File: config.mk
export PLATFORM = sky130hd
export DESIGN_NAME = utopia_rx_cell_collector_flat
export DESIGN_NICKNAME = d
export VERILOG_FILES = /design/src/rtl/utopia_rx_cell_collector_if.sv /design/src/rtl/utopia_rx_cell_collector.sv /design/src/flat_wrapper.sv
export SDC_FILE = /design/constraint.sdc
export NUM_CORES = 1
export LEC_CHECK = 0
export ABC_CLOCK_PERIOD_IN_PS = 4500
export CAP_MARGIN = 20
export CORE_UTILIZATION = 64
export CTS_BUF_LIST = sky130_fd_sc_hd__clkbuf_4 sky130_fd_sc_hd__clkbuf_8
export CTS_CLUSTER_SIZE = 14
export DETAILED_ROUTE_END_ITERATION = 8
export PLACE_DENSITY = 0.79
export SLEW_MARGIN = 20
export SYNTH_ARGS = -nofsm -noshare
export SYNTH_HDL_FRONTEND = slang
export SYNTH_SLANG_ARGS = --single-unit
File: constraint.sdc
create_clock -name clk -period 4.5 [get_ports clk]
set_input_delay 0.9 -clock clk [delete_from_list [all_inputs] [get_ports clk]]
set_output_delay 0.9 -clock clk [all_outputs]
set_load 0.1 [all_outputs]
File: src/rtl/utopia_rx_cell_collector_if.sv
// rtl/utopia_rx_cell_collector_if.sv - UTOPIA Rx PHY signals plus the byte stream toward the router core
interface utopia_rx_cell_collector_if;
  logic       Rx_clav;
  logic       Rx_soc;
  logic [7:0] Rx_data;
  logic       Rx_en;
  logic [7:0] out_data;
  logic       out_sop;
  logic       out_eop;
  logic       out_valid;
  logic       out_ready;
  logic       out_hec_err;

  modport master (
    input  Rx_clav, Rx_soc, Rx_data, out_ready,
    output Rx_en, out_data, out_sop, out_eop, out_valid, out_hec_err
  );

  modport slave (
    output Rx_clav, Rx_soc, Rx_data, out_ready,
    input  Rx_en, out_data, out_sop, out_eop, out_valid, out_hec_err
  );
endinterface

File: src/rtl/utopia_rx_cell_collector.sv
// rtl/utopia_rx_cell_collector.sv - UTOPIA L1 Rx cell collector with HEC check and single-cell drain buffer
module utopia_rx_cell_collector #(
  parameter bit DROP_BAD_HEC = 1'b1,
  parameter int CELL_BYTES   = 53
) (
  input  logic                              clk,
  input  logic                              rst,
  utopia_rx_cell_collector_if.master        bus,
  output logic [7:0]                        o_hec_err_cnt,
  output logic [7:0]                        o_runt_cnt
);

  localparam logic [5:0] LAST = 6'(CELL_BYTES - 1);

  typedef enum logic [2:0] {IDLE, WAIT_SOC, COLLECT, CHECK, DRAIN} state_t;

  state_t     r_state;
  state_t     w_state_nxt;
  logic [7:0] r_buf [CELL_BYTES];
  logic [5:0] r_byte_cnt;
  logic [5:0] r_rd_ptr;
  logic       r_rx_en;
  logic       r_hec_err;
  logic [7:0] r_hec_cnt;
  logic [7:0] r_runt_cnt;

  logic       w_capture;
  logic       w_wr_en;
  logic [5:0] w_wr_idx;
  logic       w_xfer;
  logic       w_last_out;
  logic [7:0] w_hec;
  logic       w_hec_bad;

  // HEC: CRC-8 (x^8+x^2+x+1), zero seed, header bits MSB first
  function automatic logic [7:0] crc8_hdr(input logic [31:0] hdr);
    logic [7:0] crc;
    crc = 8'h00;
    for (int i = 31; i >= 0; i--) begin
      crc = (crc[7] ^ hdr[i]) ? ((crc << 1) ^ 8'h07) : (crc << 1);
    end
    return crc;
  endfunction

  assign w_hec      = crc8_hdr({r_buf[0], r_buf[1], r_buf[2], r_buf[3]}) ^ 8'h55;
  assign w_hec_bad  = (w_hec != r_buf[4]);
  assign w_capture  = !r_rx_en;
  assign w_last_out = (r_rd_ptr == LAST);

  always_ff @(posedge clk) begin
    if (rst) r_state <= IDLE;
    else     r_state <= w_state_nxt;
  end

  always_comb begin
    w_state_nxt   = r_state;
    w_wr_en       = 1'b0;
    w_wr_idx      = r_byte_cnt;
    w_xfer        = 1'b0;
    bus.out_valid = 1'b0;
    bus.out_data  = 8'h00;
    bus.out_sop   = 1'b0;
    bus.out_eop   = 1'b0;
    case (r_state)
      IDLE: begin
        if (bus.Rx_clav) w_state_nxt = WAIT_SOC;
      end
      WAIT_SOC: begin
        if (w_capture && bus.Rx_soc) begin
          w_wr_en     = 1'b1;
          w_wr_idx    = 6'd0;
          w_state_nxt = COLLECT;
        end
      end
      COLLECT: begin
        // An early start-of-cell restarts the cell rather than completing it
        if (w_capture) begin
          w_wr_en = 1'b1;
          if (bus.Rx_soc)              w_wr_idx    = 6'd0;
          else if (r_byte_cnt == LAST) w_state_nxt = CHECK;
        end
      end
      CHECK: begin
        w_state_nxt = (w_hec_bad && DROP_BAD_HEC) ? IDLE : DRAIN;
      end
      DRAIN: begin
        bus.out_valid = 1'b1;
        bus.out_data  = r_buf[r_rd_ptr];
        bus.out_sop   = (r_rd_ptr == 6'd0);
        bus.out_eop   = w_last_out;
        w_xfer        = bus.out_ready;
        if (w_xfer && w_last_out) w_state_nxt = IDLE;
      end
      default: w_state_nxt = IDLE;
    endcase
  end

  always_ff @(posedge clk) begin
    if (rst) begin
      r_rx_en    <= 1'b1;
      r_byte_cnt <= 6'd0;
      r_rd_ptr   <= 6'd0;
      r_hec_err  <= 1'b0;
      r_hec_cnt  <= 8'h00;
      r_runt_cnt <= 8'h00;
    end else begin
      case (r_state)
        IDLE: begin
          if (bus.Rx_clav) r_rx_en <= 1'b0;
        end
        WAIT_SOC: begin
          if (w_capture && bus.Rx_soc) r_byte_cnt <= 6'd1;
        end
        COLLECT: begin
          if (w_capture) begin
            if (bus.Rx_soc) begin
              r_byte_cnt <= 6'd1;
              if (r_runt_cnt != 8'hFF) r_runt_cnt <= r_runt_cnt + 8'd1;
            end else if (r_byte_cnt == LAST) begin
              // Buffer is full: stall the PHY until the cell has drained
              r_rx_en    <= 1'b1;
              r_byte_cnt <= 6'd0;
            end else begin
              r_byte_cnt <= r_byte_cnt + 6'd1;
            end
          end
        end
        CHECK: begin
          if (w_hec_bad && r_hec_cnt != 8'hFF) r_hec_cnt <= r_hec_cnt + 8'd1;
          r_rd_ptr  <= 6'd0;
          r_hec_err <= w_hec_bad && !DROP_BAD_HEC;
        end
        DRAIN: begin
          if (w_xfer) begin
            if (w_last_out) begin
              r_rd_ptr  <= 6'd0;
              r_hec_err <= 1'b0;
            end else begin
              r_rd_ptr <= r_rd_ptr + 6'd1;
            end
          end
        end
        default: ;
      endcase
    end
  end

  always_ff @(posedge clk) begin
    if (!rst && w_wr_en) r_buf[w_wr_idx] <= bus.Rx_data;
  end

  assign bus.Rx_en       = r_rx_en;
  assign bus.out_hec_err = r_hec_err;
  assign o_hec_err_cnt   = r_hec_cnt;
  assign o_runt_cnt      = r_runt_cnt;

endmodule
File: src/flat_wrapper.sv
// flat-port wrapper written by rule: the top's interface ports become plain ports
module utopia_rx_cell_collector_flat 
#(
  parameter bit DROP_BAD_HEC = 1'b1,
  parameter int CELL_BYTES   = 53
)
  (clk, rst, o_hec_err_cnt, o_runt_cnt, bus_Rx_clav, bus_Rx_soc, bus_Rx_data, bus_out_ready, bus_Rx_en, bus_out_data, bus_out_sop, bus_out_eop, bus_out_valid, bus_out_hec_err);
  utopia_rx_cell_collector_if bus_i ();
  input  logic clk;
  input  logic rst;
  output logic [7:0] o_hec_err_cnt;
  output logic [7:0] o_runt_cnt;
  input wire logic [$bits(bus_i.Rx_clav)-1:0] bus_Rx_clav;
  input wire logic [$bits(bus_i.Rx_soc)-1:0] bus_Rx_soc;
  input wire logic [$bits(bus_i.Rx_data)-1:0] bus_Rx_data;
  input wire logic [$bits(bus_i.out_ready)-1:0] bus_out_ready;
  output wire logic [$bits(bus_i.Rx_en)-1:0] bus_Rx_en;
  output wire logic [$bits(bus_i.out_data)-1:0] bus_out_data;
  output wire logic [$bits(bus_i.out_sop)-1:0] bus_out_sop;
  output wire logic [$bits(bus_i.out_eop)-1:0] bus_out_eop;
  output wire logic [$bits(bus_i.out_valid)-1:0] bus_out_valid;
  output wire logic [$bits(bus_i.out_hec_err)-1:0] bus_out_hec_err;
  assign bus_i.Rx_clav = bus_Rx_clav;
  assign bus_i.Rx_soc = bus_Rx_soc;
  assign bus_i.Rx_data = bus_Rx_data;
  assign bus_i.out_ready = bus_out_ready;
  assign bus_Rx_en = bus_i.Rx_en;
  assign bus_out_data = bus_i.out_data;
  assign bus_out_sop = bus_i.out_sop;
  assign bus_out_eop = bus_i.out_eop;
  assign bus_out_valid = bus_i.out_valid;
  assign bus_out_hec_err = bus_i.out_hec_err;
  utopia_rx_cell_collector #(.DROP_BAD_HEC(DROP_BAD_HEC), .CELL_BYTES(CELL_BYTES)) u_core (.clk(clk), .rst(rst), .bus(bus_i), .o_hec_err_cnt(o_hec_err_cnt), .o_runt_cnt(o_runt_cnt));
endmodule
## Word-level counts from Yosys, hierarchy flattened

Memory sizes are Yosys's and may differ from the RTL's. A register that Yosys moved wholly into a read port is not among the register bits.
Cells that the tools add are included.

- Flip-flop bits (word level): 33
- Latch bits: 0
- RAM bits: 424
- ROM bits: 0
- Input port bits: 13
- Output and inout bits: 29
- Logic and storage cells: 183
- Memories kept: 1

Memories:

| name | depth | bits a word | rd ports | clocked after Yosys merged registers in | write ports | line | RTL |
|---|---|---|---|---|---|---|---|
| u_core.r_buf | 53 | 8 | 6 | 1 | 1 | utopia_rx_cell_collector.sv:19 | `logic [7:0] r_buf [CELL_BYTES];` |

- $add $sub $neg: 4
- $mul: 0
- Div/mod/pow operators: 0
- Magnitude comparators: 0
- Equal/unequal tests: 17
- Shifts and indexed selects: 0
- Mux-type cells: 72
- Bitwise operators: 64
- Reduce and logical (&&, ||, !) cells: 18

Operator list:

| cell | count |
|---|---|
| $mux 3 | 39 |
| $not 3->3 | 31 |
| $mux 6 | 11 |
| $pmux 6 s2 | 3 |
| $xor 1x1->1 | 26 |
| $add 8x1->8 const B | 2 |
| $ne 8x8->1 const B | 2 |
| $pmux 3 s5 | 1 |
| $mux 1 | 14 |
| $add 6x1->6 const B | 2 |
| $eq 6x6->1 const B | 2 |
| $ne 2x1->1 const B | 5 |
| $mux 8 | 1 |
| $ne 8x8->1 | 1 |
| $eq 3x2->1 const B | 2 |
| $logic_not 6->1 | 1 |
| $ne 2x2->1 const B | 3 |
| $pmux 1 s2 | 3 |
| $reduce_and 2->1 | 3 |
| $reduce_and 3->1 | 2 |
| $reduce_and 6->1 | 1 |
| $reduce_bool 2->1 | 3 |
| $xor 1x1->1 const A | 5 |
| $logic_and 1x1->1 | 4 |
| other kinds (7) | 8 |

## Logic depth before layout (Yosys ltp)

An unclocked memory read counts as a cell.

- Depth after elaboration: 68
- Depth in mapped cells: 11
- Depth with buffers taken out: 9

## Least setup slack after synthesis

No wires, ideal clock.

- Kind: register to output
- Start: register with a tool-made name
- End: output port bus_out_data[3]
- Arrival time: 3.754 ns
- Data required time: 3.600 ns
- Path slack: -0.154 ns
- Cell stages (with the launch flop): 10
- Path buffers: 4
- Path through: dfxtp_1 -> clkbuf_1 -> buf_1 -> buf_1 -> buf_1 -> mux4_2 -> mux2i_1 -> a21oi_1 -> a21oi_1 -> nor2_1

RTL lines:

| item | line | RTL |
|---|---|---|
| end: declaration | flat_wrapper.sv:18 | `output wire logic [$bits(bus_i.out_data)-1:0] bus_out_data;` |

==> results.json <==
{
  "status": "finished with violations",
  "violations": "design-rule violations",
  "peakVddDrop_mv": 0.393,
  "nets": 1204,
  "place_inst": 1503,
  "power_uw": 8720,
  "worst_hold_slack_ns": 0.503,
  "r2r_slack_ns": 0.76,
  "floorplan.rows": 64,
  "drv_slew": 0,
  "cts_buffers": 76,
  "min_path_cells": 2,
  "clk_path_buf_depth": 3,
  "detail_route.wl_per_cell_um": 26.0,
  "slew_headroom_pct": 25.9,
  "path_buf_inv": 2,
  "finalHoldViolCount": 0,
  "synth_area_leaders": "edfxtp_1, mux4_2, dfxtp_1",
  "place_congestion": 0.844,
  "root_buffer": "clkbuf_8",
  "yosysSeqAreaShare_pct": 70.8,
  "reg2reg_from": "u_core.r_buf[0][7]",
  "worst_setup_path_start_kind": "register",
  "via_count": 10482,
  "vias_per_cell": 6.38,
  "worstHoldEndpoint": "u_core.o_runt_cnt[7]",
  "hold_class": "reg2reg",
  "critical_path.slowest_cell": "mux4_2",
  "track_usage_pct": 28.4,
  "rsz0062_at_grt": "false",
  "synth_top_area_cell": "edfxtp_1",
  "endpoint_kind": "output port",
  "synth_flop_cell": "edfxtp_1",
  "crit_type": "reg2out",
  "cts_sinks": 486,
  "clk_pin_slew_ns": 0.06,
  "layout-drive-gt1-share_pct": 28.3,
  "grt_pass1_vias": 10584,
  "pre_cts_ws_ns": 0.780,
  "r2r_cells": 10,
  "antenna_left": 0,
  "dieHeight_um": 179,
  "fin_setup_tns_ns": 0,
  "drtPass1Iterations": 7,
  "syn_area_um2": 20100,
  "hold_path_startpoint": "u_core.o_runt_cnt[7]",
  "start_util_pct": 65.2,
  "drt_wl_total_um": 42700,
  "ctsHtreeMaxLevel": 3,
  "antenna_found_initial": 0,
  "synth_edf_count": 448,
  "fillCellCount": 1776,
  "async_flop_share_pct": 0,
  "max_stage_delay_ns": 0.59,
  "drt-initial-drc-count": 1241,
  "arrival_ns": 3.45,
  "crit_required_ns": 3.60,
  "cts_resized": 0,
  "fmax_ghz": 0.230,
  "period_share_pct": 96.6,
  "io_buffers": 40,
  "grt_pass1_wl_um": 64300,
  "netlist.area_leader.share_pct": 67.1,
  "core_region_area_um2": 30700,
  "dp_hpwl_um": 26700,
  "drc": 2,
  "die-area_um2": 32100,
  "synth_nets": 1076,
  "fin_crit_ns": 4.35,
  "area_growth_pct": 13.7,
  "postSynthAreaPerCell_um2": 19.0,
  "setup_slack_ns": 0.152,
  "worst_slew_pin_slew_ns": 1.11,
  "skew_ns": 0.0123,
  "setup_viol": 0,
  "postCtsSetupBuffers": 0,
  "cap_violations": 0,
  "fin_cells": 1643,
  "grt_overflow": 0,
  "p_leak_uw": 0.00726,
  "cts_tree": "built",
  "powerDensity_nw_per_um2": 382,
  "yosysUniqueCellTypes": 48,
  "clkLatencyLatePin_ns": 0.58,
  "synthCells": 1057,
  "die_w_um": 179,
  "r2r-end": "u_core.o_hec_err_cnt[0]",
  "n_antenna_cell": 0,
  "cts_hold_buf": 0,
  "critPathTopFamily": "multiplexers",
  "grt_max_degree": 57,
  "synth_seq_cells": 486,
  "crit_chain": "buf_12, mux4_2, mux4_2, mux2i_1, nor2_1, a21oi_1, nor2_2, buf_12",
  "pin_count": 42,
  "yosysWarnings": 0,
  "cp_max_fo": 35
}
[sequential cells by signal, summed over array words and instances, names as in the netlist, named ones only]
name	flops
u_core.bus.Rx_en	1
u_core.r_buf	448
u_core.o_hec_err_cnt	8
u_core.r_rd_ptr	6
u_core.o_runt_cnt	8
u_core.r_state	3
u_core.r_byte_cnt	6
[stage by stage]
step           util [%]  cell area, µm²
6_report           74.2           22800
5_1_grt            74.2           22800
4_1_cts            74.2           22800
3_5_place_dp       69.4           21300
3_3_place_gp       69.4           21300
2_1_floorplan         -           20100
[worst max-delay path by stage]
stage / start / endpoint / slack (ns) / depth (start not counted)
after detailed placement: register / bus_out_data[0] / 0.78 / 8
after global routing: register / bus_out_data[0] / 0.01 / 8
after global placement: register / bus_out_data[5] / 0.75 / 8
after floorplan: register / bus_out_data[3] / 0.30 / 9
after CTS: register / bus_out_data[0] / 0.12 / 8
final: register / bus_out_data[0] / 0.15 / 8
[tightest hold or removal path, delay by kind of cell, from the launching register on]
kind	cells	cell delay, ns
AOI/OAI and AO/OA	2	0.13
DFF	1	0.32
[placed cells by master, fill, tap and decap left out, types with 3 or more instances in the layout]
cell             instances
and2_1                   4
or3_1                    9
inv_1                    8
ha_1                     6
nand4_1                 13
nand2_1                 26
buf_2                    6
a21oi_1                 32
o21ai_1                  5
nor2_1                  97
xnor3_1                 12
nand3_1                 12
clkdlybuf4s50_1         21
nand2b_1                 5
dfxtp_1                 35
inv_6                    3
buf_4                   61
clkinv_2                 8
xor2_1                  28
mux2i_1                 20
clkbuf_4                30
clkinv_1                18
xnor2_1                 42
nor2_2                   8
nor2b_1                 13
buf_12                  13
o21ai_0                  4
and3_1                   3
mux4_2                 136
nor3_1                   7
edfxtp_1               448
clkbuf_8                79
[synthesized netlist by cell type, types with 2 or more instances]
master,instances
or3_1,9
buf_4,2
o211ai_1,2
nand2b_1,5
mux4_2,136
nand2_1,26
dfxtp_1,38
and2_1,4
buf_1,15
xor3_1,2
nor2_1,105
nand3b_1,2
xor2_1,28
a21oi_1,32
a211oi_1,2
a21o_1,2
o21ai_0,4
ha_1,6
and3b_1,2
nor3_1,7
clkbuf_1,34
edfxtp_1,448
o21ai_1,5
nand3_1,12
mux2i_1,20
inv_1,8
xnor2_1,42
nor2b_1,13
xnor3_1,12
nand4_1,13
nor3b_1,2
and3_1,3
[layout make-up]
| type | count | area, µm² | share of cell area, % |
|---|---|---|---|
| Timing Repair Buffer | 101 | 958 | 4.20 |
| Multi-Input combinational cell | 512 | 5640 | 24.7 |
| Sequential cell | 486 | 14200 | 62.4 |
| Tap cell | 396 | 495 | 2.17 |
| Clock buffer | 109 | 1310 | 5.75 |
| Inverter | 8 | 30.0 | 0.132 |
| Clock inverter | 31 | 149 | 0.653 |
[per-layer routing]
metal	part of all wire [%]	wire, µm	track usage, %
met5	0	0	0
met4	3.3	1410	11.0
met1	39	16700	39.6
met2	49	20900	44.3
met3	8.8	3750	6.23
[report_power, final]
group / internal [µW] / switching, µW
Clock: 1890 / 1640
Combinational: 89.0 / 161
Sequential: 4930 / 11.2
Total: 6910 / 1810
[kinds of logic after synthesis]
kind of cell | Yosys count | share of synthesized area, %
other | 1 | 0.0187
buffers and inverters | 59 | 1.14
AND/OR/NAND/NOR | 205 | 4.71
adder cells (fa/ha/maj) | 6 | 0.374
AO/OA/AOI/OAI | 56 | 1.67
flip-flops | 486 | 70.8
multiplexers | 158 | 16.4
XOR/XNOR | 86 | 4.84
Power figures use the tool's default switching activity.
